File: src/rtl/uart_cmd_pkg.sv
// ============================================================================
// Module   : uart_cmd_pkg
// Purpose  : Shared state encodings, character constants and address-width
//            helpers for the UART command responder.
// Revision : 1.0 - initial release
// ============================================================================
`default_nettype none

package uart_cmd_pkg;

    typedef logic [2:0] state_t;

    localparam state_t c_st_idle   = 3'd0;
    localparam state_t c_st_scan   = 3'd1;
    localparam state_t c_st_decode = 3'd2;
    localparam state_t c_st_copy   = 3'd3;
    localparam state_t c_st_cr     = 3'd4;
    localparam state_t c_st_lf     = 3'd5;
    localparam state_t c_st_done   = 3'd6;

    localparam logic [7:0] c_cr          = 8'h0D;
    localparam logic [7:0] c_lf          = 8'h0A;
    localparam logic [7:0] c_qmark       = 8'h3F;
    localparam logic [7:0] c_cmd_upper   = 8'h75;
    localparam logic [7:0] c_cmd_reverse = 8'h72;

    // Number of bits needed to represent value (0 for 0).
    function automatic int log2(input int value);
        int v;
        int bits;
        v    = value;
        bits = 0;
        while (v > 0) begin
            bits = bits + 1;
            v    = v >> 1;
        end
        return bits;
    endfunction

    function automatic int calc_aw(input int depth);
        return log2(depth - 1) + 1;
    endfunction

endpackage

`default_nettype wire

File: src/rtl/uart_case_xform.sv
// ============================================================================
// Module   : uart_case_xform
// Purpose  : Combinational byte transform; folds 'a'..'z' to upper case when
//            enabled, otherwise passes the byte through.
// Revision : 1.0 - initial release
// ============================================================================
`default_nettype none

module uart_case_xform (
    input  logic [7:0] i_byte,
    input  logic       i_upper_en,
    output logic [7:0] o_byte
);

    localparam logic [7:0] c_lower_a  = 8'h61;
    localparam logic [7:0] c_lower_z  = 8'h7A;
    localparam logic [7:0] c_case_gap = 8'h20;

    always_comb begin
        o_byte = i_byte;
        if (i_upper_en && (i_byte >= c_lower_a) && (i_byte <= c_lower_z)) begin
            o_byte = i_byte - c_case_gap;
        end
    end

endmodule

`default_nettype wire

File: src/rtl/uart_cmd_responder.sv
// ============================================================================
// Module   : uart_cmd_responder
// Purpose  : Reads a received line from the shared line buffer, decodes a
//            one-character command and writes the response string back.
//            Optional macro UART_CMD_REVERSE_EN enables the 'r' command.
// Revision : 1.0 - initial release
// ============================================================================
`default_nettype none

module uart_cmd_responder
    import uart_cmd_pkg::*;
#(
    parameter int WIDTH      = 8,
    parameter int LEN        = 256,
    parameter int RXSTR_BASE = 0,
    parameter int TXSTR_BASE = 128,
    parameter int AW         = calc_aw(LEN)
) (
    input  logic             clk,
    input  logic             rst,
    input  logic             cmd_valid,
    output logic             msg_valid,
    output logic [AW-1:0]    msg_len,
    output logic [AW-1:0]    addr,
    output logic [WIDTH-1:0] din,
    input  logic [WIDTH-1:0] dout,
    output logic             we
);

    localparam logic [AW-1:0] c_one     = AW'(1);
    localparam logic [AW-1:0] c_rx_base = AW'(RXSTR_BASE);
    localparam logic [AW-1:0] c_tx_base = AW'(TXSTR_BASE);
    localparam logic [AW-1:0] c_cap     = AW'(TXSTR_BASE - RXSTR_BASE);
    localparam logic [AW-1:0] c_cap_m1  = AW'(TXSTR_BASE - RXSTR_BASE - 1);
    localparam logic [AW-1:0] c_pmax    = AW'(LEN - TXSTR_BASE - 3);

    state_t        r_state, w_state_nxt;
    logic          r_cv_d;
    logic          r_phase, w_phase_nxt;
    logic [AW-1:0] r_idx, w_idx_nxt;
    logic [AW-1:0] r_n, w_n_nxt;
    logic [AW-1:0] r_p, w_p_nxt;
    logic [AW-1:0] r_wcnt, w_wcnt_nxt;
    logic [AW-1:0] r_msg_len, w_msg_len_nxt;
    logic [7:0]    r_cmd, w_cmd_nxt;
    logic          r_upper, w_upper_nxt;
`ifdef UART_CMD_REVERSE_EN
    logic          r_rev, w_rev_nxt;
`endif

    logic             w_trigger;
    logic [AW-1:0]    w_n_m1;
    logic [AW-1:0]    w_p_calc;
    logic [7:0]       w_xf_out;
    logic [AW-1:0]    w_addr;
    logic [WIDTH-1:0] w_din;
    logic             w_we;
    logic             w_msg_valid;
    logic             w_is_term;

    assign w_trigger = ~cmd_valid & r_cv_d;
    assign w_is_term = (dout[7:0] == c_cr) || (dout[7:0] == c_lf);
    assign w_n_m1    = r_n - c_one;
    assign w_p_calc  = (w_n_m1 > c_pmax) ? c_pmax : w_n_m1;

    uart_case_xform u_xform (
        .i_byte     (dout[7:0]),
        .i_upper_en (r_upper),
        .o_byte     (w_xf_out)
    );

    always_comb begin
        w_state_nxt   = r_state;
        w_phase_nxt   = r_phase;
        w_idx_nxt     = r_idx;
        w_n_nxt       = r_n;
        w_p_nxt       = r_p;
        w_wcnt_nxt    = r_wcnt;
        w_msg_len_nxt = r_msg_len;
        w_cmd_nxt     = r_cmd;
        w_upper_nxt   = r_upper;
`ifdef UART_CMD_REVERSE_EN
        w_rev_nxt     = r_rev;
`endif
        w_addr        = '0;
        w_din         = '0;
        w_we          = 1'b0;
        w_msg_valid   = 1'b0;

        case (r_state)
            c_st_idle: begin
                if (w_trigger) begin
                    w_state_nxt = c_st_scan;
                    w_idx_nxt   = '0;
                    w_phase_nxt = 1'b0;
                end
            end
            c_st_scan: begin
                if (!r_phase) begin
                    w_addr      = c_rx_base + r_idx;
                    w_phase_nxt = 1'b1;
                end else begin
                    w_phase_nxt = 1'b0;
                    if (r_idx == '0) w_cmd_nxt = dout[7:0];
                    if (w_is_term) begin
                        w_n_nxt     = r_idx;
                        w_state_nxt = c_st_decode;
                    end else if (r_idx == c_cap_m1) begin
                        w_n_nxt     = c_cap;
                        w_state_nxt = c_st_decode;
                    end else begin
                        w_idx_nxt = r_idx + c_one;
                    end
                end
            end
            c_st_decode: begin
                w_wcnt_nxt  = '0;
                w_idx_nxt   = '0;
                w_phase_nxt = 1'b0;
                w_p_nxt     = w_p_calc;
                if (r_n == '0) begin
                    w_state_nxt = c_st_cr;
                end else if (r_cmd == c_cmd_upper) begin
                    w_upper_nxt = 1'b1;
`ifdef UART_CMD_REVERSE_EN
                    w_rev_nxt   = 1'b0;
`endif
                    w_state_nxt = (w_p_calc == '0) ? c_st_cr : c_st_copy;
`ifdef UART_CMD_REVERSE_EN
                end else if (r_cmd == c_cmd_reverse) begin
                    w_upper_nxt = 1'b0;
                    w_rev_nxt   = 1'b1;
                    w_state_nxt = (w_p_calc == '0) ? c_st_cr : c_st_copy;
`endif
                end else begin
                    // Unknown command: the '?' goes out in this same cycle
                    w_addr      = c_tx_base;
                    w_din       = WIDTH'(c_qmark);
                    w_we        = 1'b1;
                    w_wcnt_nxt  = c_one;
                    w_state_nxt = c_st_cr;
                end
            end
            c_st_copy: begin
                if (!r_phase) begin
`ifdef UART_CMD_REVERSE_EN
                    w_addr = r_rev ? (c_rx_base + r_n - c_one - r_idx)
                                   : (c_rx_base + c_one + r_idx);
`else
                    w_addr = c_rx_base + c_one + r_idx;
`endif
                    w_phase_nxt = 1'b1;
                end else begin
                    w_addr      = c_tx_base + r_idx;
                    w_din       = WIDTH'(w_xf_out);
                    w_we        = 1'b1;
                    w_phase_nxt = 1'b0;
                    w_wcnt_nxt  = r_wcnt + c_one;
                    w_idx_nxt   = r_idx + c_one;
                    if ((r_idx + c_one) == r_p) w_state_nxt = c_st_cr;
                end
            end
            c_st_cr: begin
                w_addr      = c_tx_base + r_wcnt;
                w_din       = WIDTH'(c_cr);
                w_we        = 1'b1;
                w_wcnt_nxt  = r_wcnt + c_one;
                w_state_nxt = c_st_lf;
            end
            c_st_lf: begin
                w_addr        = c_tx_base + r_wcnt;
                w_din         = WIDTH'(c_lf);
                w_we          = 1'b1;
                w_wcnt_nxt    = r_wcnt + c_one;
                w_msg_len_nxt = r_wcnt + c_one;
                w_state_nxt   = c_st_done;
            end
            c_st_done: begin
                w_msg_valid = 1'b1;
                w_state_nxt = c_st_idle;
            end
            default: w_state_nxt = c_st_idle;
        endcase
    end

    always_ff @(posedge clk) begin
        if (rst) begin
            r_state   <= c_st_idle;
            r_cv_d    <= 1'b0;
            r_phase   <= 1'b0;
            r_idx     <= '0;
            r_n       <= '0;
            r_p       <= '0;
            r_wcnt    <= '0;
            r_msg_len <= '0;
            r_cmd     <= '0;
            r_upper   <= 1'b0;
`ifdef UART_CMD_REVERSE_EN
            r_rev     <= 1'b0;
`endif
        end else begin
            r_state   <= w_state_nxt;
            r_cv_d    <= cmd_valid;
            r_phase   <= w_phase_nxt;
            r_idx     <= w_idx_nxt;
            r_n       <= w_n_nxt;
            r_p       <= w_p_nxt;
            r_wcnt    <= w_wcnt_nxt;
            r_msg_len <= w_msg_len_nxt;
            r_cmd     <= w_cmd_nxt;
            r_upper   <= w_upper_nxt;
`ifdef UART_CMD_REVERSE_EN
            r_rev     <= w_rev_nxt;
`endif
        end
    end

    // Reset must suppress a write or completion pulse in the cycle it is seen
    assign we        = w_we & ~rst;
    assign msg_valid = w_msg_valid & ~rst;
    assign addr      = w_addr;
    assign din       = w_din;
    assign msg_len   = r_msg_len;

endmodule

`default_nettype wire
File: config.mk
export PLATFORM = sky130hd
export DESIGN_NAME = uart_cmd_responder
export DESIGN_NICKNAME = d
export VERILOG_FILES = /design/src/rtl/uart_cmd_pkg.sv /design/src/rtl/uart_case_xform.sv /design/src/rtl/uart_cmd_responder.sv
export SDC_FILE = /design/constraint.sdc
export NUM_CORES = 1
export LEC_CHECK = 0
export ABC_AREA = 1
export CORE_MARGIN = 5
export CORE_UTILIZATION = 40
export DETAILED_ROUTE_END_ITERATION = 6
export HOLD_SLACK_MARGIN = 0.15
export SLEW_MARGIN = 40
export SYNTH_ARGS = -nofsm -noshare
export SYNTH_HDL_FRONTEND = slang
export SYNTH_SLANG_ARGS = --single-unit
File: constraint.sdc
create_clock -name clk -period 3.62 [get_ports clk]
set_input_delay 0.543 -clock clk [delete_from_list [all_inputs] [get_ports clk]]
set_output_delay 0.543 -clock clk [all_outputs]
set_load 0.005 [all_outputs]
==> results.txt <==
----------------------------------------------------
[Synthesis]
  Most numerous cell types in the synthesized netlist ... sky130_fd_sc_hd__nand2_1 (106), sky130_fd_sc_hd__inv_1 (70), sky130_fd_sc_hd__dfxtp_1 (59)
  Yosys top cell by area ... sky130_fd_sc_hd__dfxtp_1
  Post-synthesis instance area ... 3510 um^2
  Post-synthesis sequential element count ... 59
  Sequential share of the synthesized area ... 33.6%
  Mean instance size in the synthesized netlist ... 6.86 um^2
  Number of enable flip-flop cells after synthesis ... 0
  Most frequent cell after synthesis ... sky130_fd_sc_hd__nand2_1
  Xor-xnor portion of the synthesized cell area ... 2.49%
  Fraction of registers with async set or reset after synthesis ... 0%
  Fraction of post-synthesis cell area in the top cell type by area ... 33.6%
  Post-synth top flop ... sky130_fd_sc_hd__dfxtp_1
  Main combinational cell family by area after synthesis ... simple AND/OR/NAND/NOR gates
  Number of standard cells after synthesis ... 512
  Ranking of synthesized cells by area ... sky130_fd_sc_hd__dfxtp_1 (34%), sky130_fd_sc_hd__nand2_1 (11%), sky130_fd_sc_hd__inv_1 (7.5%), sky130_fd_sc_hd__a21oi_1 (7.0%), sky130_fd_sc_hd__nand3_1 (5.3%)
  Number of nets produced by synthesis ... 531
  Simple-gate share of the synthesized area ... 29.3%
  Adder and majority cell fraction of the synthesized area ... 2.85%
  Count of different cell masters after synthesis ... 43
  Synthesis warning total ... 0
  Portion of netlist area occupied by mux cells ... 0%
  Area fraction in compound gates after synthesis ... 20.8%

[Setup path]
  Kind of critical path ... register to primary output
  Element type at the critical path start ... register
  Highest cell delay on the worst timing path ... 570 ps
  Worst-case register-to-register setup slack ... 1410 ps
  Crit Path Max Fanout ... 8
  Critical Path, Cell by Cell ... inv_2, nor2_4, inv_4, nor2_8, inv_2, nor2_1, nor2_1, inv_1, nand2_1, o221ai_1, clkdlybuf4s50_1
  Endpoint kind of the worst setup timing path ... primary output
  CP max-delay cell ... sky130_fd_sc_hd__clkdlybuf4s50_1
  CP required ... 3080 ps
  Data arrival time at the worst-slack endpoint ... 2610 ps

[Timing]
  Maximum operating frequency ... 0.317 GHz
  Final setup violation count ... 0
  Final worst path period need ... 3150 ps
  Number of pins with negative max-slew slack in the final report ... 0
  Final period util ... 87.1%
  Setup TNS ... 0 ps
  Hold Violations, Final ... 0
  Worst slew pin tran ... 771 ps
  Slew margin rel. ... 48.3%
  Setup repair after global routing missed its margin ... false
  Max Clock Skew ... 9.45 ps

[Routing]
  Detailed router's first-iteration violation count ... 221
  Routed Wire Length ... 10,000 um
  Via count ... 3,536
  Number of detailed-routing iterations run before antenna repair ... 5
  DRC violation count after routing ... 0
  Routed wirelength normalized by instance count ... 15.1 um
  Vias/cell ... 5.32
  Routed Antenna Nets ... 0

[Power]
  Sequential fraction of design power ... 35.6%
  Worst vdd ir ... 0.208 mV
  Net Sw Frac ... 40.7%
  Power Internal ... 1.40 mW
  Share of power burned in combinational logic ... 35.0%
  Power density relative to cell area ... 560 nW/um^2
  Net Sw Power ... 960 uW
  Reported leakage power ... 1.72 nW
  Power Total ... 2.36 mW
  Clock network fraction of design power ... 29.4%

[Clocking]
  Quantity of hold-fixing buffers added after cts ... 0
  CTS buffer count ... 9
  Latest clock arrival within the worst-skew pair ... 350 ps
  Worst-path clk slew ... 70 ps
  Max Root-Sink Buffers ... 2
  CTS tree ... built
  Total clock sinks ... 59
  Total number of H-tree levels ... 3
  Buffers inserted during post-CTS setup optimization ... 0
  Master cell of the clock root buffer ... sky130_fd_sc_hd__clkbuf_8
  Post-cts repair resize count ... 0

[GRT]
  Maximum number of pins on one net before global-route repair ... 28
  Via count of the first global-routing pass ... 3,370
  Wire length of the first global-routing pass ... 16,600 um
  Global routing usage summed across all routing layers ... 18.8%
  Overflow after GRT ... 0
  Antenna violations before repair ... 0

[Placed design]
  GPL Wtd Cong ... 0.972
  Number of port buffers ... 38
  Detailed-placement wirelength estimate ... 7620 um

[Layout]
  Fraction of final layout cells with drive strength greater than 1 ... 9.34%
  Final #Nets ... 571
  Count of antenna diodes in the layout ... 0
  P&R area growth vs syn ... 19.9%

[Hold path]
  Hold Path Class ... register to register

[Floorplanning]
  Floorplan core area ... 8640 um^2
  Initial Utilization ... 40.7%
  Floorplan row count ... 34
  Die Width ... 104 um
  Io pins ... 39
  Vertical extent of the die ... 104 um
  Die ar. ... 10,800 um^2

[Status]
  Outcome ... completed

[Job]
  Max Cap Viol ... 0

----------------------------------------------------
## stage by stage
step | hold WS [ps] | cell area (um^2) | worst slack (ps) | util, % | cells
after floorplan | 440 | 3510 | 1750 | - | 512
after global placement | 461 | 3980 | 751 | 46.0 | 648
after detailed placement | 465 | 3980 | 719 | 46.1 | 649
after CTS | 476 | 4210 | 477 | 48.8 | 665
after global routing | 523 | 4210 | 262 | 48.8 | 665
final | 478 | 4210 | 468 | 48.8 | 665
## logic make-up after synthesis
group / after synthesis
simple gates: 221
compound gates: 120
buf+inv: 94
flops: 59
xor+xnor: 10
fa+ha+maj: 8
## placed cells by master, fill, tap and decap left out, types with 2 or more instances in the layout
cell type / synthesis / final
sky130_fd_sc_hd__a211oi_1: 13 / 13
sky130_fd_sc_hd__a21oi_1: 49 / 49
sky130_fd_sc_hd__a21oi_2: 2 / 2
sky130_fd_sc_hd__a31oi_1: 2 / 2
sky130_fd_sc_hd__buf_4: 0 / 4
sky130_fd_sc_hd__bufinv_16: 0 / 2
sky130_fd_sc_hd__clkbuf_8: 0 / 10
sky130_fd_sc_hd__clkdlybuf4s50_1: 0 / 38
sky130_fd_sc_hd__clkinvlp_4: 0 / 2
sky130_fd_sc_hd__dfxtp_1: 59 / 59
sky130_fd_sc_hd__ha_1: 8 / 8
sky130_fd_sc_hd__inv_1: 70 / 69
sky130_fd_sc_hd__inv_2: 9 / 9
sky130_fd_sc_hd__inv_4: 2 / 2
sky130_fd_sc_hd__nand2_1: 106 / 106
sky130_fd_sc_hd__nand2_2: 3 / 3
sky130_fd_sc_hd__nand3_1: 37 / 37
sky130_fd_sc_hd__nand3b_1: 3 / 3
sky130_fd_sc_hd__nand4_1: 8 / 8
sky130_fd_sc_hd__nor2_1: 38 / 38
sky130_fd_sc_hd__nor2_2: 3 / 3
sky130_fd_sc_hd__nor2_4: 4 / 4
sky130_fd_sc_hd__nor3_1: 10 / 10
sky130_fd_sc_hd__o211ai_1: 6 / 6
sky130_fd_sc_hd__o21a_1: 2 / 2
sky130_fd_sc_hd__o21ai_0: 24 / 24
sky130_fd_sc_hd__o21ai_1: 3 / 3
sky130_fd_sc_hd__o21ai_2: 3 / 3
sky130_fd_sc_hd__o21bai_1: 2 / 2
sky130_fd_sc_hd__o221ai_1: 7 / 7
sky130_fd_sc_hd__o311ai_0: 2 / 2
sky130_fd_sc_hd__o31ai_1: 2 / 2
sky130_fd_sc_hd__or2_1: 2 / 2
sky130_fd_sc_hd__xor2_1: 9 / 9
## worst paths after layout
check,from,endpoint,depth (start not counted)
worst max-delay path,r_state[0],addr[1],11
worst min-delay path,r_p[7],r_p[7],2
worst max register to register,r_idx[0],r_n[7],6
worst min register to register,r_p[7],r_p[7],2
## per-layer routing
layer / wire (um) / vias to the layer above / GRT usage [%]
met5: 0 / - / 0
met4: 139 / 0 / 5.09
met3: 585 / 17 / 4.60
met2: 4420 / 121 / 28.4
met1: 4890 / 1611 / 26.6
li1: - / 1787 / -
## sequential cells by signal (all words and copies together), names as in the netlist
| register | count |
|---|---|
| r_p | 9 |
| r_upper | 1 |
| r_state | 3 |
| r_wcnt | 9 |
| msg_len | 9 |
| r_cmd | 8 |
| r_n | 9 |
| r_cv_d | 1 |
| r_phase | 1 |
| r_idx | 9 |
## power groups by stage
stage | combinational, mW | sequential (mW) | clock [mW]
after floorplan | 0.645 | 0.801 | 0
after global placement | 0.812 | 0.850 | 0
after detailed placement | 0.819 | 0.851 | 0
after CTS | 0.822 | 0.835 | 0.703
after global routing | 0.937 | 0.851 | 0.745
final | 0.825 | 0.841 | 0.693
## critical path: cells and delay by family (launching register included)
family	cells	cell delay, ps
buffers and inverters	5	970
AND/OR/NAND/NOR	5	720
flip-flops	1	480
AO/OA/AOI/OAI	1	100
## cell type report
cell class                      instances  area, um^2
Fill cell                             878        4430
Multi-Input combinational cell        359        1950
Sequential cell                        59        1180
Timing Repair Buffer                   42         410
Inverter                               81         309
Clock buffer                           10         138
Tap cell                              108         135
Clock inverter                          6        88.8
(Power assumes the default switching activity.)
==> edit, RTL diff (same flow settings) <==
`r_n` and `r_p` no longer have a reset.
--- a/src/rtl/uart_cmd_responder.sv
+++ b/src/rtl/uart_cmd_responder.sv
@@ -191,4 +191,2 @@
             r_idx     <= '0;
-            r_n       <= '0;
-            r_p       <= '0;
             r_wcnt    <= '0;
@@ -205,4 +203,2 @@
             r_idx     <= w_idx_nxt;
-            r_n       <= w_n_nxt;
-            r_p       <= w_p_nxt;
             r_wcnt    <= w_wcnt_nxt;
@@ -215,2 +211,7 @@
         end
+    end
+
+    always_ff @(posedge clk) begin
+        r_n <= w_n_nxt;
+        r_p <= w_p_nxt;
     end
Behaviour: no difference found for any inputs over 10 cycles, from zero or initial values and one cycle with rst high; that may be too few to reach the edited logic, so the function may still have changed.
==> edit against the original RTL <==
  * Routed wire length shrank 8.7%
  * Non-clock buffer count is the same
  * Fmax grew 2.5%
  * Area after synthesis shrank 0.39%
  * Final area shrank 0.24%
  * Die area shrank 0.36%
  * Critical endpoint is now addr[7]
  * Sequential cell count is the same
  * Power shrank 2.8%
  * Global-route usage shrank 1.5 points
  * Setup slack gained 75 ps
  * Sequential power grew 2%
  * Largest cell class unchanged
  * Hold slack lost 14 ps
  * Count of clock-buffer cells in the layout is the same
==> edit: results (changes against the original RTL) <==
| Metric | Value |
|---|---|
| Nets | `544 (-4.7%)` |
| Maximum vdd drop | `0.2892 mV (+39%)` |
| Setup slack, reg-to-reg | `1360 ps (-50 ps)` |
| Tightest Pin Transition | `691.8 ps (-79.08 ps)` |
| Metal2 WL | `4300 um (-2.7%)` |
| Worst reg2reg path endpoint | `r_n[5]$_SDFFCE_PP0P_` |
| Post-synth EDFFs | `18 (+18)` |
| Outcome | `finished, final reports clean` |
| Vias in the first global route | `3157 (-6.3%)` |
| GPL Wtd Cong | `0.8587 (-12%)` |
| GRT Overall Usage | `17.25% (-1.5 points)` |
| DP HPWL | `7062 um (-7.3%)` |
| Global-route wire length before repair | `15210 um (-8.5%)` |
| Layout cells sized above 1 | `10.02% (+0.68 points)` |
| DR vias/cell | `5.162 (-2.9%)` |
| Hold Path End | `r_cmd[2]$_SDFFE_PP0P_` |
| Placed Instance Area | `4014 um2 (+0.75%)` |
| Metal-1 WL | `4245 um (-13%)` |
| CP Data Arrival Time | `2530 ps (-80 ps)` |
| Sequential share of the synthesized area | `38.91% (+5.3 points)` |
| DRT iter0 DRCs | `191 (-14%)` |
| WL met3 | `424 um (-28%)` |
| WL per Instance | `14.37 um (-4.7%)` |
| Clock Skew | `8.193 ps (-1.257 ps)` |
| Post-synth top cells | `nand2_1, inv_1, nor2_1` |
| Pleak | `1.739 nW (+1.4%)` |
| R2R depth | `7 (+1)` |
| Largest net degree at the start of global routing | `20 (-29%)` |
## edit: per-stage QoR
| step | instances | hold slack, ps | total power [mW] |
|---|---|---|---|
| 3_3_place_gp | 622 | 449.7 | 1.728 |
| 6_report | 637 | 463.5 | 2.293 |
| 5_1_grt | 637 | 478.9 | 2.440 |
| 3_5_place_dp | 622 | 454.2 | 1.729 |
| 2_1_floorplan | 479 | 430.4 | 1.452 |
| 4_1_cts | 637 | 466.1 | 2.301 |
## edit: cell type report
cell class                      count  area, um2
Multi-Input combinational cell    342       1831
Fill cell                         883       4436
Tap cell                          108      135.1
Timing Repair Buffer               42      410.4
Clock buffer                       10      148.9
Sequential cell                    59       1361
Inverter                           71      276.5
Clock inverter                      5      37.54
## edit: metal layers
layer  track usage, %  up-vias
met5                0        -
met3            4.042       17
met2            27.46       85
met1            22.68     1502
li1                 -     1684
met4            6.467        0
## edit: worst max-delay path by stage
stage / startpoint / to / slack (ps) / cells past startpoint
final: r_n[0]$_SDFFCE_PP0P_ / addr[7] / 540 / 8
after detailed placement: dout[7] / r_n[8]$_SDFFCE_PP0P_ / 780 / 8
after floorplan: r_state[1]$_SDFFE_PP0P_ / we / 1230 / 4
after global routing: r_state[1]$_SDFFE_PP0P_ / addr[1] / 380 / 8
after global placement: dout[7] / r_n[7]$_SDFFCE_PP1P_ / 840 / 8
after CTS: r_n[0]$_SDFFCE_PP0P_ / addr[7] / 540 / 8
## edit: report_power, final
group / total [mW] / switching (mW) / internal [mW]
Clock: 0.563 / 0.277 / 0.287
Sequential: 0.858 / 0.0977 / 0.761
Combinational: 0.871 / 0.556 / 0.314
## edit: logic make-up after synthesis
logic type	count (synthesis)	share of synthesized area, %
buffers and inverters	78	8.870
and+or+nand+nor	232	30.94
adders and majority gates	8	2.861
other	1	0.1072
DFF	59	38.91
AOI/OAI and AO/OA	88	15.31
xor gates and xnor gates	12	3.004
## edit: worst reg2reg max path, cell delays in order (launching register included)
cell	delay, ps
dfxtp_1	490
ha_1	330
nand3_2	180
inv_2	120
nand2_1	60
nand2_1	100
nand2_2	80
nor2_1	550
